File: config.mk
export PLATFORM = sky130hd
export DESIGN_NAME = uart_result_streamer
export DESIGN_NICKNAME = d
export VERILOG_FILES = /design/src/rtl/uart_result_streamer.sv
export SDC_FILE = /design/constraint.sdc
export NUM_CORES = 1
export LEC_CHECK = 0
export ABC_AREA = 1
export BUFFER_PORTS_ARGS = -buffer_cell sky130_fd_sc_hd__buf_2
export CORE_MARGIN = 3
export CORE_UTILIZATION = 55
export DETAILED_ROUTE_END_ITERATION = 16
export PLACE_DENSITY_LB_ADDON = 0.2
export SLEW_MARGIN = 20
export SYNTH_ARGS = -nofsm -noshare
export SYNTH_HDL_FRONTEND = slang
export SYNTH_SLANG_ARGS = --single-unit
File: constraint.sdc
create_clock -name clk -period 2.85 [get_ports clk]
set_clock_uncertainty 0.05 [all_clocks]
set_input_delay 0.1425 -clock clk [delete_from_list [all_inputs] [get_ports clk]]
set_output_delay 0.1425 -clock clk [all_outputs]
set_load 0.01 [all_outputs]
File: src/rtl/uart_result_streamer.sv
// Latches an ALU result and op code, converts the result to five decimal
// digits by repeated subtraction, then streams "<op>:<ddddd>\n" to a UART.
module uart_result_streamer #(
    parameter int RES_W         = 15,
    parameter int DBITS         = 8,
    parameter bit LEADING_ZEROS = 1'b1
) (
    input  logic             clk,
    input  logic             reset,
    input  logic             start,
    input  logic [RES_W-1:0] result,
    input  logic [2:0]       op_sel,
    output logic [DBITS-1:0] tx_data,
    output logic             tx_start,
    input  logic             tx_done,
    output logic             busy,
    output logic             done
);
    localparam int REM_W = (RES_W > 17) ? RES_W : 17;

    typedef enum logic [2:0] {
        IDLE, CONV, LOAD, SEND, WAIT, FINISH
    } state_t;

    state_t           state_q, state_d;
    logic [REM_W-1:0] rem_q, rem_d;
    logic [2:0]       op_q, op_d;
    logic [2:0]       k_q, k_d;
    logic [3:0]       cnt_q, cnt_d;
    logic [3:0]       i_q, i_d;
    logic [4:0][3:0]  dig_q, dig_d;
    logic [DBITS-1:0] tx_data_q, tx_data_d;

    logic [REM_W-1:0] weight;
    logic             take;
    logic [23:0]      mnem;
    logic [4:0][7:0]  chr;
    logic             lead;
    logic [7:0]       byte_sel;

    // Decimal weight of the digit under conversion; d4 saturates at 9
    always_comb begin
        unique case (k_q)
            3'd4:    weight = REM_W'(10000);
            3'd3:    weight = REM_W'(1000);
            3'd2:    weight = REM_W'(100);
            3'd1:    weight = REM_W'(10);
            default: weight = REM_W'(1);
        endcase
        take = (rem_q >= weight) && (cnt_q != 4'd9);
    end

    // Message byte selected by the byte index
    always_comb begin
        unique case (op_q)
            3'd1:    mnem = "add";
            3'd2:    mnem = "sub";
            3'd3:    mnem = "mul";
            3'd4:    mnem = "div";
            default: mnem = "???";
        endcase
        lead = 1'b1;
        for (int j = 4; j >= 0; j--) begin
            lead   = lead && (dig_q[j] == 4'd0) && (j != 0);
            chr[j] = (lead && !LEADING_ZEROS) ? 8'h20 : {4'h3, dig_q[j]};
        end
        unique case (i_q)
            4'd0:    byte_sel = mnem[23:16];
            4'd1:    byte_sel = mnem[15:8];
            4'd2:    byte_sel = mnem[7:0];
            4'd3:    byte_sel = 8'h3A;
            4'd4:    byte_sel = chr[4];
            4'd5:    byte_sel = chr[3];
            4'd6:    byte_sel = chr[2];
            4'd7:    byte_sel = chr[1];
            4'd8:    byte_sel = chr[0];
            default: byte_sel = 8'h0A;
        endcase
    end

    // State register
    always_ff @(posedge clk) begin
        if (reset) state_q <= IDLE;
        else       state_q <= state_d;
    end

    // Next-state logic
    always_comb begin
        state_d = state_q;
        unique case (state_q)
            IDLE:    if (start) state_d = CONV;
            CONV:    if (!take && k_q == 3'd0) state_d = LOAD;
            LOAD:    state_d = SEND;
            SEND:    state_d = WAIT;
            WAIT:    if (tx_done) state_d = (i_q == 4'd9) ? FINISH : LOAD;
            FINISH:  state_d = IDLE;
            default: state_d = IDLE;
        endcase
    end

    // Datapath next values: latch, convert, walk the byte index
    always_comb begin
        rem_d     = rem_q;
        op_d      = op_q;
        k_d       = k_q;
        cnt_d     = cnt_q;
        i_d       = i_q;
        dig_d     = dig_q;
        tx_data_d = tx_data_q;
        unique case (state_q)
            IDLE: begin
                if (start) begin
                    rem_d = REM_W'(result);
                    op_d  = op_sel;
                    k_d   = 3'd4;
                    cnt_d = 4'd0;
                    i_d   = 4'd0;
                end
            end
            CONV: begin
                if (take) begin
                    rem_d = rem_q - weight;
                    cnt_d = cnt_q + 4'd1;
                end else begin
                    dig_d[k_q] = cnt_q;
                    cnt_d      = 4'd0;
                    if (k_q != 3'd0) k_d = k_q - 3'd1;
                    else             i_d = 4'd0;
                end
            end
            LOAD: tx_data_d = DBITS'(byte_sel);
            WAIT: if (tx_done && i_q != 4'd9) i_d = i_q + 4'd1;
            default: ;
        endcase
    end

    // Datapath registers
    always_ff @(posedge clk) begin
        if (reset) begin
            rem_q     <= '0;
            op_q      <= '0;
            k_q       <= '0;
            cnt_q     <= '0;
            i_q       <= '0;
            dig_q     <= '0;
            tx_data_q <= '0;
        end else begin
            rem_q     <= rem_d;
            op_q      <= op_d;
            k_q       <= k_d;
            cnt_q     <= cnt_d;
            i_q       <= i_d;
            dig_q     <= dig_d;
            tx_data_q <= tx_data_d;
        end
    end

    // Outputs decoded from state
    always_comb begin
        tx_data  = tx_data_q;
        tx_start = (state_q == SEND);
        busy     = (state_q != IDLE) && (state_q != FINISH);
        done     = (state_q == FINISH);
    end
endmodule

**After elaboration in Yosys (flattened, before gate mapping)**

Index checks and enable logic that the tools add are counted.

- Register bits: 62
- Input bits: 22
- Output and inout bits: 11

- Add/sub/neg operators: 4
- Magnitude comparators: 3
- Equality and inequality tests: 33
- Mux-type cells: 25
- Bitwise operators: 1
- Reductions and logical operators: 20

Operator list:

| kind | count |
|---|---|
| one-hot mux 23 bit (4 select lines) | 1 |
| one-hot mux 8 bit (9 select lines) | 1 |
| one-hot mux 14 bit (4 select lines) | 1 |
| 2-to-1 mux 17 bit | 2 |
| one-hot mux 17 bit (2 select lines) | 1 |
| 2-to-1 mux 4 bit | 6 |
| 2-to-1 mux 3 bit | 7 |
| bitwise mux 20 bit | 1 |
| equality test 3 x 2 -> 1 bit, second input constant | 6 |
| >= comparator 17 bit | 1 |
| subtractor 17 x 14 -> 17 bit | 1 |
| equality test 4 x 3 -> 1 bit, second input constant | 4 |
| != test 2 bit, second input constant | 8 |
| one-hot mux 3 bit (5 select lines) | 1 |
| demux 4 bit (select 3 bit) | 1 |
| equality test 3 bit, second input constant | 4 |
| one-hot mux 4 bit (3 select lines) | 1 |
| equality test 3 x 1 -> 1 bit, second input constant | 3 |
| nonzero test 3 bit | 3 |
| adder 4 x 1 -> 4 bit, second input constant | 2 |
| equality test 4 x 2 -> 1 bit, second input constant | 2 |
| equality test 4 bit, second input constant | 2 |
| != test 4 bit, second input constant | 2 |
| one-hot mux 4 bit (2 select lines) | 1 |
| 16 further kinds | 24 |

**Logic depth before layout (Yosys ltp)**

Gate-level depths: netlist of the first run.

- Depth in word-level cells: 8
- Mapped depth: 21

**Worst setup path before layout of the first run**

Ideal clock, no wire load.

- Path kind: flip-flop to flip-flop
- Start: reg k_q[0]
- End: reg dig_q, in the netlist chr[17]
- Arrival time: 2.364 ns
- Path slack: 0.317 ns
- Stages on the path, launching flop included: 20
- Buffers on the path: 1
- Cell sequence: dfxtp_1 -> inv_1 -> ha_1 -> nand2_1 -> inv_1 -> nor2_1 -> ha_1 -> nand2_1 -> inv_2 -> nand2_1 -> nand2_1 -> inv_1 -> nand3_2 -> nand2_1 -> nand2_2 -> nand2_4 -> buf_6 -> nand2_4 -> o21ai_0 -> a21oi_1

- Longest elaborated chain between the ends: 6
- Elaborated cells between the ends (all ways): 15
- Those cells by class: order compare: 3; eq/ne: 4; mux: 4; bitwise: 1; reduce/logical: 3

RTL lines:

| item | line | source |
|---|---|---|
| start: declaration | 28 | `logic [2:0] k_q, k_d;` |
| start signal: assignment | 150 | `k_q <= k_d;` |
| equality test 3 x 1 -> 1 bit (tied with other cells) | 43 | `unique case (k_q)` |
| one-hot mux 14 bit (4 select lines) | 43 |  |
| >= comparator 17 bit | 50 | `take = (rem_q >= weight) && (cnt_q != 4'd9);` |
| logical AND 1 bit | 50 |  |
| inverter 1 bit (no source line) | -- |  |
| AND reduction 2 bit (no source line) | -- |  |
| end signal: assignment | 153 | `dig_q <= dig_d;` |
| end: declaration | 31 | `logic [4:0][3:0] dig_q, dig_d;` |

Several ways; a longest one is shown, not always the timed one.
A chain may end at the register's enable or synchronous reset.

**Worst setup path in the final report of the first run**

- Start: reg k_q[0]
- End: reg rem_q[0]

- Longest elaborated chain between the ends: 6
- Elaborated cells between the ends (all ways): 12
- Those cells by class: add/sub: 1; order compare: 1; eq/ne: 5; mux: 3; reduce/logical: 2

RTL lines:

| item | line | source |
|---|---|---|
| equality test 3 x 1 -> 1 bit (tied with other cells) | 43 |  |
| one-hot mux 14 bit (4 select lines) (*) | 43 |  |
| >= comparator 17 bit | 50 |  |
| logical AND 1 bit | 50 |  |
| != test 2 bit (no source line) | -- |  |
| AND reduction 3 bit (no source line) | -- |  |
| end signal: assignment | 148 | `rem_q <= rem_d;` |
| end: declaration | 26 | `logic [REM_W-1:0] rem_q, rem_d;` |

Mark *: on every way between the ends. The rest lies on a longest branch, timed or not. The select of a mux whose other input is x is not followed.

==> results of run 1 <==
metal layers:
layer  wire length (um)  part of all wire [%]  global-route usage, %  vias up
met1               5540                    48                   38.5     2109
met2               5050                    44                   39.4      165
met5                  0                     0                      0        -
li1                   -                     -                      -     2278
met4                166                   1.4                   8.29        0
met3                812                   7.0                   4.38       18
area by class of cell:
type                    instances  area (um2)  share of cell area (%)
multi-input cells             511        2800                    56.5
flip-flops and latches         61        1230                    24.8
inverters                      95         357                    7.20
repair buffers                 43         245                    4.95
clock buffers                   9         124                    2.50
well taps                      99         124                    2.50
clock inverters                 7        75.1                    1.52
critical path, cell delays in order, from the launching register on:
cell and delay (ns):
dfxtp_4 0.36, ha_1 0.19, inv_1 0.05, nor2_1 0.04
buf_4 0.15, nor2_1 0.13, ha_1 0.29, nand2_1 0.13
inv_1 0.05, nand2_1 0.08, nand2_1 0.05, nand2_1 0.06
nand3_2 0.09, nand2_1 0.11, nand2_4 0.09, nand2_8 0.14
nand2_8 0.12, nand2_4 0.16, nand2_1 0.08, a21oi_1 0.16
logic make-up after synthesis:
logic type	share of synthesized area (%)
simple gates	38.7
buf+inv	11.2
compound gates	13.4
flops	28.1
fa+ha+maj	7.09
xor+xnor	1.41
other cells	0.0864
layout by cell type (no fill, tap or decap), types with 6 or more instances in the layout:
cell      count
nor2_1       64
nor2_2        6
a21oi_1      57
buf_2        31
inv_1        84
ha_4          6
nand4_1      16
ha_1         16
or2_2         7
nand3_1      49
clkbuf_8      9
nor3_1       11
o21ai_0      32
nand2_1     187
dfxtp_1      58
nand2_2       8
inv_2        10
buf_4        12
registers in the layout, indices dropped and copies added (netlist names):
signal and flops:
chr 20, rem_q 17, tx_data 7, cnt_q 4, i_q 4, k_q 3
op_q 3, state_q 3
stage by stage:
| step | cells | TNS, ns | hold slack, ns | power, uW | util, % |
|---|---|---|---|---|---|
| floorplan | 687 | 0 | 0.280 | 4190 | - |
| global placement | 803 | 0 | 0.371 | 4820 | 61.1 |
| detailed placement | 803 | -0.0789 | 0.375 | 4900 | 61.1 |
| CTS | 819 | 0 | 0.00626 | 5700 | 63.8 |
| global route | 825 | -0.0109 | 0.0215 | 6720 | 66.5 |
| finish | 825 | 0 | 0.0128 | 6130 | 66.5 |
worst paths after layout:
check / start / end / slack, ns / depth (start not counted)
hold / removal: tx_done / state_q[2]$_SDFFE_PP0P_ / 0.01 / 4
setup reg to reg: k_q[0]$_SDFFE_PP0P_ / rem_q[0]$_SDFFE_PP0P_ / 0.18 / 19
hold reg to reg: tx_data[4]$_SDFFE_PP0P_ / tx_data[4]$_SDFFE_PP0P_ / 0.41 / 2
setup / recovery: k_q[0]$_SDFFE_PP0P_ / rem_q[0]$_SDFFE_PP0P_ / 0.18 / 19
repair_timing:
action                                  CTS  global route
gates resized for setup                   2            30
cloned                                    0             2
pin swaps                                 0             4
endpoints found under the setup margin   18            51
setup buffers                             0             4
power by group through the flow:
stage	clock network, uW	logic, uW	registers (uW)
2_1_floorplan	0	2990	1200
3_3_place_gp	0	3580	1240
3_5_place_dp	0	3650	1250
4_1_cts	796	3670	1230
5_1_grt	838	4600	1280
6_report	786	4090	1250
==> flow_summary.yaml, run 1 <==
layout:
  area_delta_synth_final_pct: 14.1
  nets: 767
  nFillCells: 707
  fin_area_mm2: 0.00495
  drive_above_1_share_pct: 16.5
  n_antenna_cell: 0
sta:
  slew_violations: 0
  period_needed_ns: 2.67
  min_period_over_period_pct: 93.5
  layout_setup_ws_ns: 0.185
  slew_headroom_pct: 39.0
  hold_violations: 0
  worst_pin_slew_ns: 0.915
  finalSetupViolCount: 0
  max_freq_mhz: 375
floorplan:
  rows: 31
  pin_count: 33
  fp.dieW_um: 94.8
  start_util_pct: 58.3
  dieArea_mm2: 0.00899
  coreArea_mm2: 0.00745
  dieHeight_um: 94.8
flow_run:
  cap_violations: 0
pwr:
  p_int_uw: 2910
  combPwrFrac_pct: 66.7
  peakVddDrop_mv: 0.804
  p_per_area_mw_per_mm2: 1240
  leakage_uw: 0.00235
  p_seq_share_pct: 20.4
  p_sw_uw: 3230
  sw_frac_of_total_pct: 52.6
  pwr-share-clk_pct: 12.8
worst_setup_path:
  path_max_fanout: 10
  critPathRequiredTime_ns: 3.07
  end_kind: "flip-flop"
  critical_path_class: "flip-flop to flip-flop"
  crit_path_start_kind: "flip-flop"
  arrival_ns: 2.89
min_path:
  hp-class: "input pin to flip-flop"
logic_synthesis:
  syn_avg_cell_area_um2: 6.32
  async_flop_share_pct: 0
  yosysTopAreaCellShare_pct: 28.1
  ys_types: 43
  ys.flop_type: "dfxtp_1"
  ys_seq_area_share_pct: 28.1
  synth_most_common_cell: "nand2_1"
  netlist_top_cells_count: "nand2_1 (191), inv_1 (87), nor2_1 (66)"
  synth_nets: 733
  syn_area_mm2: 0.00434
  synth.ff_latch_count: 61
  ys_warn_count: 0
  synth_area_leaders: "dfxtp_1 (28%), nand2_1 (17%), inv_1 (7.5%), a21oi_1 (6.7%), ha_1 (6.6%)"
  synth_edf_count: 0
  synth_top_area_cell: "dfxtp_1"
  syn_inst: 687
cts:
  htreeDepth: 3
  root_buffer: "clkbuf_8"
  tritoncts: "built"
  clock_path_buffers: 2
  numCtsBuffers: 9
  path_clk_slew_ns: 0.08
  cts_sinks: 61
  cts_hold_buf: 0
  insertion_delay_ns: 0.34
placement:
  io_buffers: 31
  hpwl_um: 8340
  placed_area_mm2: 0.00455
  gp_congestion: 0.936
  post-place-ws_ns: -0.0272
detailed_routing:
  vias_per_cell: 5.54
  post-route-drc-count: 0
  vias: 4570
  finalWirelength_um: 11600
  drt-pass1-iter-count: 5
  drtAntennaViolNets: 0
  wire_per_inst_um: 14.0
  drtIter0Drc: 295
grt:
  first_global_vias: 4090
  antenna_found_initial: 0
  grt_remaining_overflow: 0
  grt_max_degree: 32
  grt_pass1_wl_um: 18900
  grt.total_usage_pct: 26.4
outcome:
  status: "finished clean"
Note: power is estimated with default switching activity, not from simulation.
==> inputs of run 2 (changes only) <==
--- a/config.mk
+++ b/config.mk
@@ -11,6 +11,7 @@
 export CORE_UTILIZATION = 55
 export DETAILED_ROUTE_END_ITERATION = 16
 export PLACE_DENSITY_LB_ADDON = 0.2
+export RECOVER_POWER = 100
 export SLEW_MARGIN = 20
 export SYNTH_ARGS = -nofsm -noshare
 export SYNTH_HDL_FRONTEND = slang
==> constraint.sdc (replaced) <==
create_clock -name clk -period 3 [get_ports clk]
set_clock_uncertainty 0.05 [all_clocks]
set_input_delay 0.15 -clock clk [delete_from_list [all_inputs] [get_ports clk]]
set_output_delay 0.15 -clock clk [all_outputs]
set_load 0.01 [all_outputs]
==> run 2 against run 1 <==
  * Count of clock-buffer cells in the layout unchanged
  * Final cell count down 0.97%
  * Routed wire length shrank 3.3%
  * Power shrank 10%
  * Hold slack improved by 0.0086 ns
  * Combinational power down 12%
  * Largest cell class unchanged
  * Largest power group unchanged
==> flow_summary.yaml, run 2 (same netlist as run 1, synthesis figures left out) <==
outcome:
  status: "finished clean"
layout:
  fin_area_mm2: 0.00474
  final_common_cell: "nand2_1"
  drive_above_1_share_pct: 11.7
  layout_common_cells: "nand2_1 (191), inv_1 (87), nor2_1 (65), dfxtp_1 (59), a21oi_1 (57)"
  largest_reg_flops: 20
  final_util_pct: 63.7
  area_delta_synth_final_pct: 9.31
  nFillCells: 705
  n_antenna_cell: 0
  nets: 759
cts:
  cts_sinks: 61
  htreeDepth: 3
  cts_setup_buffers: 0
  numCtsBuffers: 9
  path_clk_slew_ns: 0.08
  insertion_delay_ns: 0.35
  root_buffer: "clkbuf_8"
  clock_path_buffers: 2
  tritoncts: "built"
worst_setup_path:
  crit_path_start: "k_q[0]$_SDFFE_PP0P_"
  arrival_ns: 3.04
  path_max_fanout: 18
  end_kind: "flip-flop"
  r2r-start: "k_q[0]$_SDFFE_PP0P_"
  cpPeakStageDelay_ns: 0.40
  slowest_stage: "dfxtp_2"
  critPathRequiredTime_ns: 3.23
  crit_path_start_kind: "flip-flop"
  path_common_cell: "nand2_1"
  critical_path_class: "flip-flop to flip-flop"
  regToRegSetupSlack_ns: 0.20
  cp_cell_sequence: "inv_2, ha_1, nand2_1, inv_1, nor2_2, ha_2, nand2_2, inv_2, nand2_1, nand2_1, inv_1, nand3_2, nand2_1, nand2_2, nand2_8, nand2_8, nand2_4, nand2_1, a21oi_1"
sta:
  max_freq_mhz: 357
  slew_headroom_pct: 40.9
  finalSetupViolCount: 0
  period_needed_ns: 2.80
  layout_setup_ws_ns: 0.196
  hold_violations: 0
  min_period_over_period_pct: 93.5
  rsz0062_at_grt: "yes"
  setup-tns-final_ns: 0
  slew_violations: 0
  worst_pin_slew_ns: 0.885
placement:
  io_buffers: 31
  placed_area_mm2: 0.00453
  hpwl_um: 8230
  post-place-ws_ns: 0.00849
  gp_congestion: 0.946
detailed_routing:
  finalWirelength_um: 11200
  vias: 4432
  post-route-drc-count: 0
  drtIter0Drc: 353
  drtAntennaViolNets: 0
  drt-pass1-iter-count: 5
  vias_per_cell: 5.42
  wire_per_inst_um: 13.7
grt:
  grt_max_degree: 32
  first_global_vias: 4056
  antenna_found_initial: 0
  grt_pass1_wl_um: 18700
  grt_remaining_overflow: 0
  grt.total_usage_pct: 26.2
floorplan:
  pin_count: 33
  fp.dieW_um: 94.8
  dieHeight_um: 94.8
  start_util_pct: 58.3
  dieArea_mm2: 0.00899
  coreArea_mm2: 0.00745
  rows: 31
pwr:
  p_seq_share_pct: 21.4
  leakage_uw: 0.00225
  power.total_uw: 5500
  sw_frac_of_total_pct: 53.0
  combPwrFrac_pct: 65.1
  p_per_area_mw_per_mm2: 1160
  p_sw_uw: 2910
  p_int_uw: 2590
  pwr-share-clk_pct: 13.6
  peakVddDrop_mv: 0.833
min_path:
  hp-class: "input pin to flip-flop"
  hp-start: "tx_done"
flow_run:
  cap_violations: 0
==> run 2: routing by layer <==
layer	vias up	track usage (%)	routed length [um]
met1	1963	37.0	5380
li1	2269	-	-
met4	0	7.81	208
met2	175	39.8	4760
met5	-	0	0
met3	25	5.58	840
==> run 2: worst max-delay path, delay by kind of cell (launching register included) <==
| kind | cells | cell delay [ns] |
|---|---|---|
| simple gates | 12 | 1.29 |
| fa+ha+maj | 2 | 0.57 |
| flops | 1 | 0.40 |
| compound gates | 1 | 0.14 |
| buf+inv | 4 | 0.28 |
==> run 2: worst paths after layout <==
path	endpoint	cells after the start
min	state_q[2]$_SDFFE_PP0P_	4
min reg2reg	chr[33]$_SDFFE_PP0P_	2
max reg2reg	rem_q[4]$_SDFFE_PP0P_	19
max	rem_q[4]$_SDFFE_PP0P_	19
==> run 2: final cells by class <==
class                           count  area (um2)  share of cell area [%]
Timing Repair Buffer               36         180                    3.80
Clock inverter                      7        73.8                    1.56
Sequential cell                    61        1220                    25.8
Tap cell                           99         124                    2.61
Multi-Input combinational cell    510        2660                    56.1
Clock buffer                        9         124                    2.61
Inverter                           95         357                    7.52
==> run 2: per-stage QoR <==
stage | hold slack [ns] | std cells
2_1_floorplan | 0.287 | 687
3_3_place_gp | 0.378 | 800
3_5_place_dp | 0.388 | 800
4_1_cts | 0.0209 | 816
5_1_grt | 0.0328 | 817
6_report | 0.0214 | 817
==> run 2: repair_timing <==
| action | 4_1_cts | 5_1_grt |
|---|---|---|
| gates cloned | 0 | 1 |
| hold buffers | 0 | 0 |
| resized for setup | 1 | 11 |
| endpoints found under the setup margin | 8 | 51 |
==> run 2: power by group through the flow <==
| stage | Sequential (uW) | Combinational [uW] | Clock [uW] |
|---|---|---|---|
| global placement | 1180 | 3360 | 0 |
| detailed placement | 1190 | 3440 | 0 |
| global route | 1200 | 4040 | 790 |
| CTS | 1170 | 3480 | 751 |
| floorplan | 1140 | 2840 | 0 |
| finish | 1170 | 3580 | 747 |
==> inputs of run 3 (changes only) <==
--- a/config.mk
+++ b/config.mk
@@ -10,6 +10,8 @@
 export CORE_MARGIN = 3
 export CORE_UTILIZATION = 55
 export DETAILED_ROUTE_END_ITERATION = 16
+export HOLD_SLACK_MARGIN = 0.15
+export MAX_ROUTING_LAYER = met4
 export PLACE_DENSITY_LB_ADDON = 0.2
 export RECOVER_POWER = 100
 export SLEW_MARGIN = 20
==> run 3 against run 2 <==
  * Design area rose by 2.8%
  * Combinational power rose by 2%
  * Final cell count rose by 1.6%
  * Clock power barely moved
  * Critical path type unchanged
==> flow_summary.yaml, run 3 (same netlist as run 1, synthesis figures left out) <==
pwr:
  p_per_area_mw_per_mm2: 1140
  p_int_uw: 2650
  p_seq_share_pct: 21.2
  p_sw_uw: 2920
  combPwrFrac_pct: 65.5
  leakage_uw: 0.00231
  peakVddDrop_mv: 0.813
  power.total_uw: 5570
  sw_frac_of_total_pct: 52.3
  pwr-share-clk_pct: 13.4
layout:
  largest_reg_flops: 20
  fin_area_mm2: 0.00488
  area_delta_synth_final_pct: 12.4
  layout_common_cells: "nand2_1 (190), inv_1 (88), nor2_1 (64), dfxtp_1 (59), a21oi_1 (58)"
  final_util_pct: 65.5
  nFillCells: 715
  final_common_cell: "nand2_1"
  n_antenna_cell: 0
  drive_above_1_share_pct: 12.0
  nets: 772
worst_setup_path:
  path_max_fanout: 14
  cpPeakStageDelay_ns: 0.37
  slowest_stage: "dfxtp_4"
  path_delay_family: "simple AND/OR/NAND/NOR gates"
  r2r_end: "rem_q[6]$_SDFFE_PP0P_"
  regToRegSetupSlack_ns: 0.14
  end_kind: "flip-flop"
  r2r_cells: 18
  critical_path_class: "flip-flop to flip-flop"
  crit_path_start_kind: "flip-flop"
  critPathRequiredTime_ns: 3.22
  cp_num_buf_inv: 4
  r2r-start: "k_q[0]$_SDFFE_PP0P_"
  arrival_ns: 3.08
  path_common_cell: "nand2_1"
  cp_cell_sequence: "inv_2, ha_1, nand2_1, buf_4, ha_2, nand2_1, inv_1, nand2_1, nand2_1, nand2_1, nand3_2, nand2_1, nand2_2, nand2_8, nand2_8, buf_4, nand3_1, a21oi_1"
  crit_path_start: "k_q[0]$_SDFFE_PP0P_"
detailed_routing:
  finalWirelength_um: 11300
  drtAntennaViolNets: 0
  post-route-drc-count: 0
  vias_per_cell: 5.44
  drt-pass1-iter-count: 5
  vias: 4515
  drtIter0Drc: 316
  wire_per_inst_um: 13.6
floorplan:
  start_util_pct: 58.3
  dieHeight_um: 94.8
  coreArea_mm2: 0.00745
  rows: 31
  fp.dieW_um: 94.8
  pin_count: 33
  dieArea_mm2: 0.00899
grt:
  first_global_vias: 4067
  antenna_found_initial: 0
  grt.total_usage_pct: 26.8
  grt_pass1_wl_um: 18700
  grt_remaining_overflow: 0
  grt_max_degree: 32
sta:
  slew_headroom_pct: 39.5
  setup-tns-final_ns: 0
  worst_pin_slew_ns: 0.906
  period_needed_ns: 2.86
  layout_setup_ws_ns: 0.136
  hold_violations: 0
  slew_violations: 0
  min_period_over_period_pct: 95.5
  finalSetupViolCount: 0
  max_freq_mhz: 349
placement:
  io_buffers: 31
  hpwl_um: 8120
  placed_area_mm2: 0.00453
  post-place-ws_ns: -0.0107
  gp_congestion: 0.970
cts:
  htreeDepth: 3
  tritoncts: "built"
  insertion_delay_ns: 0.34
  numCtsBuffers: 9
  root_buffer: "clkbuf_8"
  clock_path_buffers: 2
  cts_sinks: 61
  path_clk_slew_ns: 0.07
min_path:
  hp-start: "result[2]"
  hold_path_end: "rem_q[2]$_SDFFE_PP0P_"
  holdPathStages: 5
  hp-class: "input pin to flip-flop"
outcome:
  status: "finished clean"
flow_run:
  cap_violations: 0
## run 3: cell types whose count changed in the layout (fill, tap and decap cells not counted), moves of 2 or more
cell           delta
buf_4             +4
nand3_1           +2
ha_1              -2
nand3_2           -3
ha_2              +2
dlygate4sd3_1    +10
## run 3: worst max path at each step
stage	end	cells past startpoint
after floorplan	chr[17]$_SDFFE_PP0P_	19
after global placement	chr[32]$_SDFFE_PP0P_	18
after detailed placement	rem_q[6]$_SDFFE_PP0P_	19
after CTS	rem_q[6]$_SDFFE_PP0P_	19
after global routing	rem_q[9]$_SDFFE_PP0P_	19
final	rem_q[6]$_SDFFE_PP0P_	18
## run 3: power groups by stage
stage | logic, uW | registers, uW | clock network (uW)
finish | 3650 | 1180 | 745
global route | 4080 | 1200 | 792
CTS | 3490 | 1170 | 755
detailed placement | 3430 | 1190 | 0
global placement | 3350 | 1180 | 0
floorplan | 2840 | 1140 | 0
## run 3: final cells by class
type / instances / area [um2] / share of cell area (%)
Clock buffer: 11 / 141 / 2.90
Clock inverter: 5 / 58.8 / 1.21
Inverter: 95 / 357 / 7.31
Multi-Input combinational cell: 509 / 2660 / 54.5
Sequential cell: 61 / 1230 / 25.1
Tap cell: 99 / 124 / 2.54
Timing Repair Buffer: 50 / 312 / 6.39
## run 3: stage by stage
step                hold WS [ns]  instances
global placement           0.378        800
finish                     0.160        830
CTS                        0.152        826
floorplan                  0.287        687
detailed placement         0.392        800
global route               0.166        830
## run 3: tightest hold or removal path, delay by kind of cell
family,cells,cell delay [ns]
AOI/OAI and AO/OA,2,0.13
and+or+nand+nor,2,0.13
buffers and inverters,1,0.10
## run 3: layer usage
| layer | vias up | GRT usage [%] | wire length, um |
|---|---|---|---|
| met5 | - | - | 0 |
| met4 | 0 | 5.53 | 142 |
| met3 | 12 | 5.58 | 830 |
| met2 | 185 | 40.7 | 4990 |
| met1 | 2029 | 37.0 | 5330 |
| li1 | 2289 | - | - |
## run 3: what timing repair did
action / CTS / global route
endpoints found under the setup margin: 22 / 45
setup buffers: 0 / 4
pin swaps: 0 / 1
resized for setup: 2 / 17
hold endpoints to repair: 10 / 0
hold buffers: 10 / 0
